$ cat src/rtl/uart_receive.sv
// ----------------------------------------------------------------------------
// uart_receive
//
// Serial-to-parallel UART receiver. It detects a start bit on an
// already-synchronous serial line and samples every bit in the middle of
// the bit period. It assembles the data bits LSB first, checks the stop bit,
// and presents the word through a valid/ready handshake.
//
// Parameters
//   d_width      data bits per frame (must match the transmitter)
//   clks_per_bit clock cycles per serial bit (>= 1)
//
// Ports
//   clk        rising-edge clock
//   rst_n      synchronous active-low reset
//   rx         serial line, idle high: start(0), data LSB first, stop(1)
//   rx_ready   consumer accepts the held word when high together with rx_valid
//   rx_data    received word, stable while rx_valid is high
//   rx_valid   word available, held until accepted
//   rx_busy    high while a frame is in progress
//   frame_err  one-cycle pulse when the stop bit is sampled low
//   overrun    one-cycle pulse when a good frame completes while a word is
//              still waiting to be accepted (the new word is dropped)
// ----------------------------------------------------------------------------
module uart_receive #(
    parameter int d_width      = 4,
    parameter int clks_per_bit = 1
) (
    input  logic               clk,
    input  logic               rst_n,
    input  logic               rx,
    input  logic               rx_ready,
    output logic [d_width-1:0] rx_data,
    output logic               rx_valid,
    output logic               rx_busy,
    output logic               frame_err,
    output logic               overrun
);

    localparam int half    = (clks_per_bit - 1) / 2;
    localparam int half_m1 = (half > 0) ? half - 1 : 0;
    localparam int cnt_w   = $clog2(clks_per_bit) + 1;
    localparam int bit_w   = $clog2(d_width + 2);

    // The cycle counter counts down to zero; a sample happens on the cycle
    // where it reads zero, then it reloads for the next bit period.
    localparam logic [cnt_w-1:0] cnt_reload = cnt_w'(clks_per_bit - 1);
    localparam logic [cnt_w-1:0] cnt_half   = cnt_w'(half_m1);
    localparam logic [bit_w-1:0] last_bit   = bit_w'(d_width - 1);

    typedef enum logic [1:0] {
        IDLE  = 2'd0,
        START = 2'd1,
        DATA  = 2'd2,
        STOP  = 2'd3
    } state_t;

    state_t             state_q, state_d;
    logic [cnt_w-1:0]   cnt_q, cnt_d;
    logic [bit_w-1:0]   bit_q, bit_d;
    logic [d_width-1:0] shift_q, shift_d;
    logic [d_width-1:0] rx_data_q, rx_data_d;
    logic               rx_valid_q, rx_valid_d;
    logic               rx_busy_q, rx_busy_d;
    logic               frame_err_q, frame_err_d;
    logic               overrun_q, overrun_d;

    always_ff @(posedge clk) begin
        if (!rst_n) begin
            state_q     <= IDLE;
            cnt_q       <= '0;
            bit_q       <= '0;
            shift_q     <= '0;
            rx_data_q   <= '0;
            rx_valid_q  <= 1'b0;
            rx_busy_q   <= 1'b0;
            frame_err_q <= 1'b0;
            overrun_q   <= 1'b0;
        end else begin
            state_q     <= state_d;
            cnt_q       <= cnt_d;
            bit_q       <= bit_d;
            shift_q     <= shift_d;
            rx_data_q   <= rx_data_d;
            rx_valid_q  <= rx_valid_d;
            rx_busy_q   <= rx_busy_d;
            frame_err_q <= frame_err_d;
            overrun_q   <= overrun_d;
        end
    end

    always_comb begin
        state_d     = state_q;
        cnt_d       = cnt_q;
        bit_d       = bit_q;
        shift_d     = shift_q;
        rx_data_d   = rx_data_q;
        // A held word is released the cycle after it is accepted.
        rx_valid_d  = rx_valid_q && !rx_ready;
        frame_err_d = 1'b0;
        overrun_d   = 1'b0;

        case (state_q)
            IDLE: begin
                if (!rx) begin
                    bit_d = '0;
                    if (half == 0) begin
                        // Mid-start-bit is the detection cycle itself, and
                        // rx is already known to be low here.
                        state_d = DATA;
                        cnt_d   = cnt_reload;
                    end else begin
                        state_d = START;
                        cnt_d   = cnt_half;
                    end
                end
            end
            START: begin
                if (cnt_q == '0) begin
                    if (rx) begin
                        state_d = IDLE;     // glitch, not a real start bit
                    end else begin
                        state_d = DATA;
                        cnt_d   = cnt_reload;
                    end
                end else begin
                    cnt_d = cnt_q - cnt_w'(1);
                end
            end
            DATA: begin
                if (cnt_q == '0) begin
                    shift_d[bit_q] = rx;
                    cnt_d          = cnt_reload;
                    if (bit_q == last_bit) begin
                        state_d = STOP;
                    end else begin
                        bit_d = bit_q + bit_w'(1);
                    end
                end else begin
                    cnt_d = cnt_q - cnt_w'(1);
                end
            end
            STOP: begin
                if (cnt_q == '0) begin
                    state_d = IDLE;
                    bit_d   = '0;
                    if (rx) begin
                        // Acceptance in this same cycle frees the slot.
                        if (!rx_valid_q || rx_ready) begin
                            rx_data_d  = shift_q;
                            rx_valid_d = 1'b1;
                        end else begin
                            overrun_d = 1'b1;
                        end
                    end else begin
                        frame_err_d = 1'b1;
                    end
                end else begin
                    cnt_d = cnt_q - cnt_w'(1);
                end
            end
            default: begin
                state_d = IDLE;
            end
        endcase

        rx_busy_d = (state_d != IDLE);
    end

    assign rx_data   = rx_data_q;
    assign rx_valid  = rx_valid_q;
    assign rx_busy   = rx_busy_q;
    assign frame_err = frame_err_q;
    assign overrun   = overrun_q;

endmodule

$ cat config.mk
export PLATFORM = sky130hd
export DESIGN_NAME = uart_receive
export DESIGN_NICKNAME = d
export VERILOG_FILES = /design/src/rtl/uart_receive.sv
export SDC_FILE = /design/constraint.sdc
export NUM_CORES = 1
export LEC_CHECK = 0
export BUFFER_PORTS_ARGS = -buffer_cell sky130_fd_sc_hd__buf_4
export CAP_MARGIN = 0
export CORE_MARGIN = 4
export CORE_UTILIZATION = 40
export CTS_BUF_LIST = sky130_fd_sc_hd__clkbuf_8
export DETAILED_ROUTE_END_ITERATION = 10
export HOLD_SLACK_MARGIN = 0.1
export SETUP_SLACK_MARGIN = 0.4
export SLEW_MARGIN = 10
export SYNTH_ARGS = -nofsm -noshare
export SYNTH_HDL_FRONTEND = slang
export SYNTH_SLANG_ARGS = --single-unit
$ cat constraint.sdc
create_clock -name clk -period 1.9 [get_ports clk]
set_input_delay 0 -clock clk [delete_from_list [all_inputs] [get_ports clk]]
set_output_delay 0 -clock clk [all_outputs]
set_load 0.005 [all_outputs]
==> flow_metrics.env, run 1 <==
export IMPL_tritoncts="done"
export IMPL_hold_depth=3
export IMPL_core_um2=1710
export IMPL_routed_wl_um=1090
export IMPL_area_growth_pct=21.5
export IMPL_antenna_found_initial=0
export IMPL_numPortBuffers=11
export IMPL_synthCells=73
export IMPL_cellLeakagePower_nw=0.366
export IMPL_rsz0062_at_grt="no"
export IMPL_hold_end="rx_data[1]$_SDFFE_PN0P_"
export IMPL_yosysSeqAreaShare_pct=44.8
export IMPL_drc=0
export IMPL_grt_pass1_vias=463
export IMPL_cts_made_buffers=3
export IMPL_rr_worst_depth=5
export IMPL_gp_congestion=0.743
export IMPL_synth_area_top_cells="dfxtp_1 (45%), mux2i_1 (11%), ha_1 (8.8%)"
export IMPL_io_pins=12
export IMPL_dieArea_um2=2530
export IMPL_grt_pass1_wl_um=2010
export IMPL_viasPerCell=4.48
export IMPL_wire_per_inst_um=9.89
export IMPL_insertion_delay_ps=240
export IMPL_start_util_pct=41.8
export IMPL_max_freq_ghz=0.715
export IMPL_drive_above_1_share_pct=24.7
export IMPL_fillCellCount=166
export IMPL_arrival_ps=1530
export IMPL_regToRegSetupSlack_ps=500
export IMPL_seq_area_um2=322
export IMPL_post_cts_setup_buffers=0
export IMPL_cts_root_buffer="clkbuf_8"
export IMPL_worstPathRequired_ps=2030
export IMPL_core_rowCount=15
export IMPL_die_h_um=50.3
export IMPL_finalCritPeriodShare_pct=73.6
export IMPL_peakVddDrop_mv=0.261
export IMPL_timing_rr_start="bit_q[0]$_SDFFE_PN0P_"
export IMPL_synth_edf_count=0
export IMPL_fin_worst_skew_ps=1.27
export IMPL_endpoint_kind="flop"
export IMPL_die_x_um=50.3
export IMPL_tns_ps=0
export IMPL_fin_nets=96
export IMPL_syn_area_um2=714
export IMPL_first_iter_violations=5
export IMPL_start_kind="flop"
export IMPL_synth_top_cell_area_share_pct=44.8
export IMPL_clk_path_buf_depth=2
export IMPL_setup_viol=0
export IMPL_diodes=0
export IMPL_ant_nets=0
export IMPL_slew_headroom_pct=70.4
export IMPL_grt_max_degree=18
export IMPL_hold_violations=0
export IMPL_synthArstFlopShare_pct=0
export IMPL_hold_class="primary input to flop"
export IMPL_slew_violations=0
export IMPL_status="finished, final reports clean"
export IMPL_drt_pass1_iterations=4
export IMPL_yosysTopAreaCell="dfxtp_1"
export IMPL_synth_ff_latch_count=16
export IMPL_vias=493
export IMPL_track_usage_pct=10.5
export IMPL_synthMostInstantiatedCell="dfxtp_1"
export IMPL_yosys_top_cells_count="dfxtp_1 (16), nand2_1 (14), mux2i_1 (8)"
export IMPL_gr_total_overflow=0
export IMPL_syn_num_nets=82
export IMPL_cts_sinks=16
export IMPL_crit_type="flop to flop"
export IMPL_avgSynthCellArea_um2=9.79
export IMPL_min_period_ps=1400
export IMPL_cts_htree_levels=1
export IMPL_synth_cell_type_count=20
export IMPL_clk_pin_slew_ps=50
export IMPL_maxCapViolCount=0
export IMPL_multi_input_area_um2=357
export IMPL_synth_warning_count=0
export IMPL_power_density_nw_per_um2=726
export IMPL_worstHoldStart="rst_n"
export IMPL_worstMarginPinSlew_ps=443
export IMPL_crit_fanout=5
export IMPL_yosys_most_used_dff="dfxtp_1"
export IMPL_finalPower_w=0.000630
export IMPL_reg2reg_to="bit_q[0]$_SDFFE_PN0P_"
[critical path, cell delays in order (launching register included)]
cell and delay (ps):
dfxtp_2 340, ha_1 200, ha_1 220, nand3b_1 170, o21ai_2 100, a31o_2 250
[what timing repair did]
item                       CTS  global route
hold buffers                 2             0
setup endpoints to repair    0             3
hold endpoints to repair     4             0
gates resized for setup      0             1
[flip-flops by register name, indices dropped and copies added, names as in the netlist]
signal and flops:
frame_err 1, shift_q 4, overrun 1, rx_data 4, rx_busy 1, bit_q 3, state_q 1, rx_valid 1
[worst max-delay path by stage]
stage | startpoint | endpoint | slack, ps | cells after the start
2_1_floorplan | bit_q[0]$_SDFFE_PN0P_ | bit_q[2]$_SDFFE_PN0P_ | 600 | 5
3_3_place_gp | bit_q[0]$_SDFFE_PN0P_ | bit_q[1]$_SDFFE_PN0P_ | 520 | 5
3_5_place_dp | bit_q[0]$_SDFFE_PN0P_ | bit_q[0]$_SDFFE_PN0P_ | 500 | 5
4_1_cts | bit_q[0]$_SDFFE_PN0P_ | bit_q[0]$_SDFFE_PN0P_ | 480 | 5
5_1_grt | rx_busy$_SDFF_PN0_ | rx_data[2]$_SDFFE_PN0P_ | 410 | 3
6_report | bit_q[0]$_SDFFE_PN0P_ | bit_q[0]$_SDFFE_PN0P_ | 500 | 5
[metrics by stage]
stage	util [%]	std cells	hold slack, ps	worst slack, ps	cell area, µm²
after floorplan	-	73	78.0	597	714
after global placement	47.2	105	224	516	806
after detailed placement	47.2	105	226	496	806
after CTS	50.8	110	112	483	867
after global routing	50.8	110	117	409	868
final	50.8	110	115	501	868
[metal layers]
layer	share of wire [%]	global-route usage, %	wire (µm)	vias to the layer above
met1	49	14.7	535	214
li1	-	-	-	270
met2	47	14.6	508	7
met5	0	0	0	-
met4	0.92	6.91	10	0
met3	3.2	1.78	35	2
[final cells by class]
type	instances	share of cell area [%]
sequential	16	37.0
inverter	4	1.73
clock buffer	3	4.76
tap	25	3.60
multi-input combinational	49	41.1
timing repair buffer	13	11.8
[cell usage in the layout, fill, tap and decap left out, drive strengths merged]
master	n
nand2	14
dfxtp	16
and3	1
clkbuf	3
nand3	1
a21oi	1
nor3	2
inv	4
o21ai	1
nor3b	1
dlygate4sd3	2
buf	11
mux2i	8
nand3b	1
a31o	3
nor2	3
ha	5
nand2b	4
nor4b	3
nor2b	1
[power by group]
part	switching [W]	total, W	internal, W	leakage (nW)
logic	0.0000211	0.0000450	0.0000239	0.214
registers	0.00000707	0.000349	0.000342	0.130
clock network	0.0000961	0.000236	0.000140	0.0216
total	0.000124	0.000630	0.000506	0.366
[kinds of logic (layout without fill, tap and decap cells)]
logic type               count (synthesis)  after routing  synth area share (%)
buffers and inverters                    8             20                  5.25
multiplexers                             8              8                  11.2
flip-flops                              16             16                  44.8
AO/OA/AOI/OAI                            5              5                  5.60
AND/OR/NAND/NOR                         31             31                  24.3
adder cells (fa/ha/maj)                  5              5                  8.76
Power figures use the tool's default switching activity.
==> run 2, diff against run 1 <==
ABC_AREA = 1   (was unset)
CORE_ASPECT_RATIO = 0.7   (was unset)
clock period = 1.5 ns   (was 1.9 ns; I/O delays follow)
==> run 2 against run 1 <==
Compared with the run above:
- first-iteration DRC count increased by 40%
- combinational power increased to 3.5 times the previous value
- highest routed layer unchanged
- global-route usage increased by 0.45 points
- register-to-register slack got worse by 160 ps
- non-clock buffer count increased by 6
- clock skew increased by 2.8 ps
- synthesized cell count increased by 41%
- fmax increased by 21%
- area after synthesis increased by 3.9%
- critical path depth increased by 2
- largest cell class unchanged
- clock power increased by 63%
- cell area increased by 29%
==> flow_metrics.env, run 2 <==
export IMPL_switchingPower_w=0.000249
export IMPL_die_h_um=44.0
export IMPL_insertion_delay_ps=250
export IMPL_yosys_top_cells_count="nor2_1 (25), nand2_1 (24), dfxtp_1 (16)"
export IMPL_yosysSeqAreaShare_pct=43.2
export IMPL_core_um2=1670
export IMPL_hold_buffers=2
export IMPL_synthArstFlopShare_pct=0
export IMPL_status="finished, final reports clean"
export IMPL_synth_area_top_cells="dfxtp_1 (43%), nor2_1 (13%), nand2_1 (12%)"
export IMPL_cp_num_buf_inv=1
export IMPL_cp_top_family="adder cells"
export IMPL_wire_per_inst_um=11.5
export IMPL_worstMarginPinSlew_ps=247
export IMPL_area_growth_pct=51.4
export IMPL_syn_num_nets=112
export IMPL_finalCritPeriodShare_pct=77.1
export IMPL_synthCells=103
export IMPL_p_int_w=0.000748
export IMPL_core_rowCount=12
export IMPL_finalCoreUtilization_pct=67.4
export IMPL_vias=709
export IMPL_maxCapViolCount=0
export IMPL_worstPathRequired_ps=1650
export IMPL_grt_pass1_wl_um=2170
export IMPL_fin_nets=135
export IMPL_dpl_hpwl_um=941
export IMPL_critPathSlowestCell="dfxtp_4"
export IMPL_grt_max_degree=14
export IMPL_fin_worst_skew_ps=4.03
export IMPL_yosysTopAreaCell="dfxtp_1"
export IMPL_rsz0062_at_grt="yes"
export IMPL_crit_type="flop to flop"
export IMPL_slew_headroom_pct=83.5
export IMPL_yosys_most_used_dff="dfxtp_1"
export IMPL_setup_viol=0
export IMPL_max_stage_delay_ps=360
export IMPL_syn_area_um2=742
export IMPL_die_x_um=59.5
export IMPL_io_pins=12
export IMPL_clk_pin_slew_ps=70
export IMPL_drt_pass1_iterations=4
export IMPL_seqPwrFrac_pct=45.5
export IMPL_synth_edf_count=0
export IMPL_drc=0
export IMPL_tritoncts="done"
export IMPL_avgSynthCellArea_um2=7.20
export IMPL_cts_root_buffer="clkbuf_8"
export IMPL_endpoint_kind="flop"
export IMPL_fillCellCount=135
export IMPL_gr_total_overflow=0
export IMPL_worstPathCellList="ha_4 > ha_4 > inv_2 > nand3_2 > nand3_2 > nand2_1 > nor2_1"
export IMPL_power_density_nw_per_um2=887
export IMPL_diodes=0
export IMPL_numPortBuffers=11
export IMPL_min_period_ps=1160
export IMPL_gp_congestion=0.760
export IMPL_ant_nets=0
export IMPL_start_util_pct=44.5
export IMPL_cts_htree_levels=1
export IMPL_hold_class="primary input to flop"
export IMPL_synth_warning_count=0
export IMPL_mostFrequentLayoutCells="nor2_1 (22), nand2_1 (21), buf_4 (13)"
export IMPL_cts_made_buffers=3
export IMPL_synth_ff_latch_count=16
export IMPL_peakVddDrop_mv=0.708
export IMPL_synth_cell_type_count=15
export IMPL_final_common_cell="nor2_1"
export IMPL_drive_above_1_share_pct=38.4
export IMPL_start_kind="flop"
export IMPL_track_usage_pct=11.0
export IMPL_crit_fanout=3
export IMPL_p_sw_share_pct=25.0
export IMPL_cts_sinks=16
export IMPL_arrival_ps=1300
export IMPL_synthMostInstantiatedCell="nor2_1"
export IMPL_grt_pass1_vias=524
export IMPL_antenna_found_initial=0
export IMPL_hold_violations=0
export IMPL_cellLeakagePower_nw=0.479
export IMPL_slew_violations=0
export IMPL_viasPerCell=4.86
export IMPL_first_iter_violations=7
export IMPL_tns_ps=0
export IMPL_synth_top_cell_area_share_pct=43.2
export IMPL_routed_wl_um=1680
export IMPL_max_freq_ghz=0.865
export IMPL_clk_path_buf_depth=2
export IMPL_dieArea_um2=2620
export IMPL_pwr_share_clk_pct=38.7
export IMPL_p_comb_share_pct=15.8
run 2: changes by cell type after synthesis, sizes merged, moves of 2 or more:
cell	previous run	this run
a31o	3	0
clkbuf	2	0
nand2	14	24
inv	4	14
nand3	1	8
a21oi	1	4
nor4b	3	0
nor2	3	26
mux2i	8	0
nand2b	4	0
run 2: layout make-up:
class	count	area (µm²)	share of cell area [%]
sequential	16	333	29.6
timing repair buffer	19	171	15.3
clock buffer	4	55.1	4.90
multi-input combinational	72	475	42.3
inverter	14	62.6	5.57
tap	21	26.3	2.34
run 2: worst paths after layout:
| path | startpoint | cells after the start | to | slack [ps] |
|---|---|---|---|---|
| worst max-delay path | bit_q[0]$_SDFFE_PN0P_ | 7 | bit_q[2]$_SDFFE_PN0P_ | 340 |
| worst min-delay path | rst_n | 3 | bit_q[0]$_SDFFE_PN0P_ | 40 |
| worst max register to register | bit_q[0]$_SDFFE_PN0P_ | 7 | bit_q[2]$_SDFFE_PN0P_ | 340 |
| worst min register to register | shift_q[1]$_SDFFE_PN0P_ | 2 | shift_q[1]$_SDFFE_PN0P_ | 470 |
run 2: cells by family after synthesis:
| family | count (synthesis) | synth area share, % |
|---|---|---|
| compound gates | 6 | 4.89 |
| fa+ha+maj | 5 | 8.43 |
| buf+inv | 16 | 9.11 |
| flops | 16 | 43.2 |
| simple gates | 60 | 34.4 |
run 2: power groups by stage:
stage	registers (W)	logic [W]	clock network (W)
finish	0.000454	0.000157	0.000385
global route	0.000455	0.000173	0.000415
CTS	0.000455	0.0000901	0.000387
detailed placement	0.000463	0.0000815	0
global placement	0.000462	0.0000814	0
floorplan	0.000456	0.0000656	0
run 2: timing repair:
action                                  4_1_cts  5_1_grt
pin swaps                                     0       13
endpoints found under the hold margin        15       11
gates cloned                                  0        1
buffers inserted                              2        4
resized for setup                             3       32
endpoints found under the setup margin       11       12
run 2: worst register-to-register path, cell delays in order, from the launching register on:
cell and delay, ps:
dfxtp_4 360, ha_4 160, ha_4 250, inv_2 30
nand3_2 60, nand3_2 70, nand2_1 70, nor2_1 40
run 2: routing by layer:
metal,track usage (%),part of all wire (%)
met5,0,0
met4,1.81,3.5
met3,5.25,5.1
met2,17.4,47
met1,13.7,44
run 2: per-stage QoR:
| stage | total power, W | instances | instance area [µm²] | hold slack (ps) | setup WS [ps] |
|---|---|---|---|---|---|
| 3_3_place_gp | 0.000544 | 133 | 840 | 221 | 333 |
| 4_1_cts | 0.000932 | 141 | 940 | 45.5 | 319 |
| 2_1_floorplan | 0.000522 | 103 | 746 | 78.3 | 395 |
| 3_5_place_dp | 0.000544 | 133 | 840 | 218 | 252 |
| 6_report | 0.000997 | 146 | 1120 | 44.3 | 344 |
| 5_1_grt | 0.00104 | 146 | 1120 | 48.5 | 272 |
==> run 3, diff against run 2 <==
clock period = 0.9 ns   (was 1.5 ns; I/O delays follow)
==> run 3 against run 2 <==
Compared with the run above:
- the flow now finishes with violations (negative hold slack, negative setup slack)
- non-clock buffer count decreased by 1
- sequential share of layout area increased by 0.79 points
- global-route usage increased by 1.3 points
- worst hold slack got worse by 69 ps
- clock skew increased by 0.66 ps
- first-iteration DRC count decreased by 29%
- power increased by 60%
- register-to-register slack got worse by 560 ps
- utilization decreased by 1.5 points
- fmax increased by 3.6%
- final cell count decreased by 0.68%
- cell area decreased by 2.2%
- highest routed layer is now met3
==> flow_metrics.env, run 3 (synthesis gave the netlist of run 2 again) <==
export IMPL_gp_congestion=0.719
export IMPL_rsz0062_at_grt="yes"
export IMPL_io_pins=12
export IMPL_cp_top_family="adder cells"
export IMPL_worstPathRequired_ps=1040
export IMPL_min_period_ps=1120
export IMPL_slew_headroom_pct=79.5
export IMPL_diodes=0
export IMPL_arrival_ps=1260
export IMPL_hold_violations=1
export IMPL_track_usage_pct=12.3
export IMPL_maxCapViolCount=0
export IMPL_status="complete, but fails checks"
export IMPL_crit_type="flop to flop"
export IMPL_viasPerCell=4.57
export IMPL_worstPathCellList="ha_4 > ha_4 > inv_2 > nand3_2 > nand3_2 > nand2_1 > nor2_1"
export IMPL_dpl_hpwl_um=1080
export IMPL_hold_class="primary input to flop"
export IMPL_fin_worst_skew_ps=4.69
export IMPL_first_iter_violations=5
export IMPL_final_area_um2=1100
export IMPL_cp_num_buf_inv=1
export IMPL_critPathSlowestCell="dfxtp_4"
export IMPL_routed_wl_um=1520
export IMPL_power_density_nw_per_um2=1450
export IMPL_insertion_delay_ps=250
export IMPL_mostFrequentLayoutCells="nand2_1 (21), nor2_1 (21), buf_4 (13)"
export IMPL_start_util_pct=44.5
export IMPL_fillCellCount=136
export IMPL_drc=0
export IMPL_cts_made_buffers=3
export IMPL_crit_fanout=3
export IMPL_wire_per_inst_um=10.5
export IMPL_drt_pass1_iterations=3
export IMPL_die_h_um=44.0
export IMPL_max_freq_ghz=0.897
export IMPL_area_growth_pct=48.1
export IMPL_clk_pin_slew_ps=60
export IMPL_max_stage_delay_ps=350
export IMPL_setup_ws_ps=-215
export IMPL_grt_max_degree=14
export IMPL_pre_cts_slack_ps=-206
export IMPL_core_um2=1670
export IMPL_antenna_found_initial=0
export IMPL_core_rowCount=12
export IMPL_cts_root_buffer="clkbuf_8"
export IMPL_cellLeakagePower_nw=0.473
export IMPL_grt_pass1_vias=575
export IMPL_endpoint_kind="flop"
export IMPL_numPortBuffers=11
export IMPL_fin_nets=134
export IMPL_worstMarginPinSlew_ps=307
export IMPL_tns_ps=-1380
export IMPL_setup_viol=12
export IMPL_cts_sinks=16
export IMPL_violations="negative hold slack, negative setup slack"
export IMPL_finalCritPeriodShare_pct=124
export IMPL_peakVddDrop_mv=1.37
export IMPL_cts_htree_levels=1
export IMPL_tritoncts="done"
export IMPL_postPlaceCellArea_um2=941
export IMPL_die_x_um=59.5
export IMPL_whs_ps=-24.5
export IMPL_drive_above_1_share_pct=45.2
export IMPL_start_kind="flop"
export IMPL_slew_violations=0
export IMPL_clk_path_buf_depth=2
export IMPL_gr_total_overflow=0
export IMPL_dieArea_um2=2620
export IMPL_ant_nets=0
export IMPL_grt_pass1_wl_um=2450
export IMPL_vias=663
-- run 3: cell count changes in the layout (fill, tap and decap cells not counted), sizes merged --
cell / change
dlygate4sd3: -2
buf: +1
-- run 3: final cells by class --
cell class / count / area [µm²] / share of cell area (%)
multi-input cells: 72 / 474 / 43.2
flip-flops and latches: 16 / 334 / 30.4
repair buffers: 18 / 154 / 14.0
clock buffers: 4 / 55.1 / 5.01
inverters: 14 / 55.1 / 5.01
well taps: 21 / 26.3 / 2.39
-- run 3: worst paths after layout --
check                          startpoint                       to  slack (ps)  cells past startpoint
setup / recovery    bit_q[1]$_SDFFE_PN0P_    bit_q[2]$_SDFFE_PN0P_        -220                      7
hold / removal                         rx     frame_err$_SDFF_PP0_         -20                      2
setup reg to reg    bit_q[1]$_SDFFE_PN0P_    bit_q[2]$_SDFFE_PN0P_        -220                      7
hold reg to reg   shift_q[0]$_SDFFE_PN0P_  shift_q[0]$_SDFFE_PN0P_         490                      2
-- run 3: worst reg2reg max path, stage by stage, from the launching register on --
cell and delay, ps:
dfxtp_4 350, ha_4 160, ha_4 250, inv_2 30
nand3_2 50, nand3_2 60, nand2_1 80, nor2_1 40
-- run 3: metal layers --
metal  share of wire (%)  track usage, %  vias to the layer above
met1                  49            15.5                      295
met2                  46            20.3                        9
met4                   0            1.36                        0
met5                   0               0                        -
met3                 4.9            5.25                        0
li1                    -               -                      359
-- run 3: power by group --
part	internal (W)	switching [W]	leakage [nW]
registers	0.000732	0.0000242	0.134
clock network	0.000388	0.000239	0.0288
logic	0.0000942	0.000115	0.310
-- run 3: repair_timing --
action	CTS	global route
pin swaps	5	7
gates cloned	1	0
buffers inserted	1	0
endpoints found under the hold margin	15	14
setup endpoints to repair	24	24
gates resized for setup	19	6
-- run 3: through the flow --
step | power (W) | instances | util [%]
2_1_floorplan | 0.000888 | 103 | -
3_3_place_gp | 0.000947 | 139 | 56.5
3_5_place_dp | 0.000951 | 139 | 56.5
4_1_cts | 0.00160 | 145 | 64.6
5_1_grt | 0.00168 | 145 | 65.9
6_report | 0.00159 | 145 | 65.9
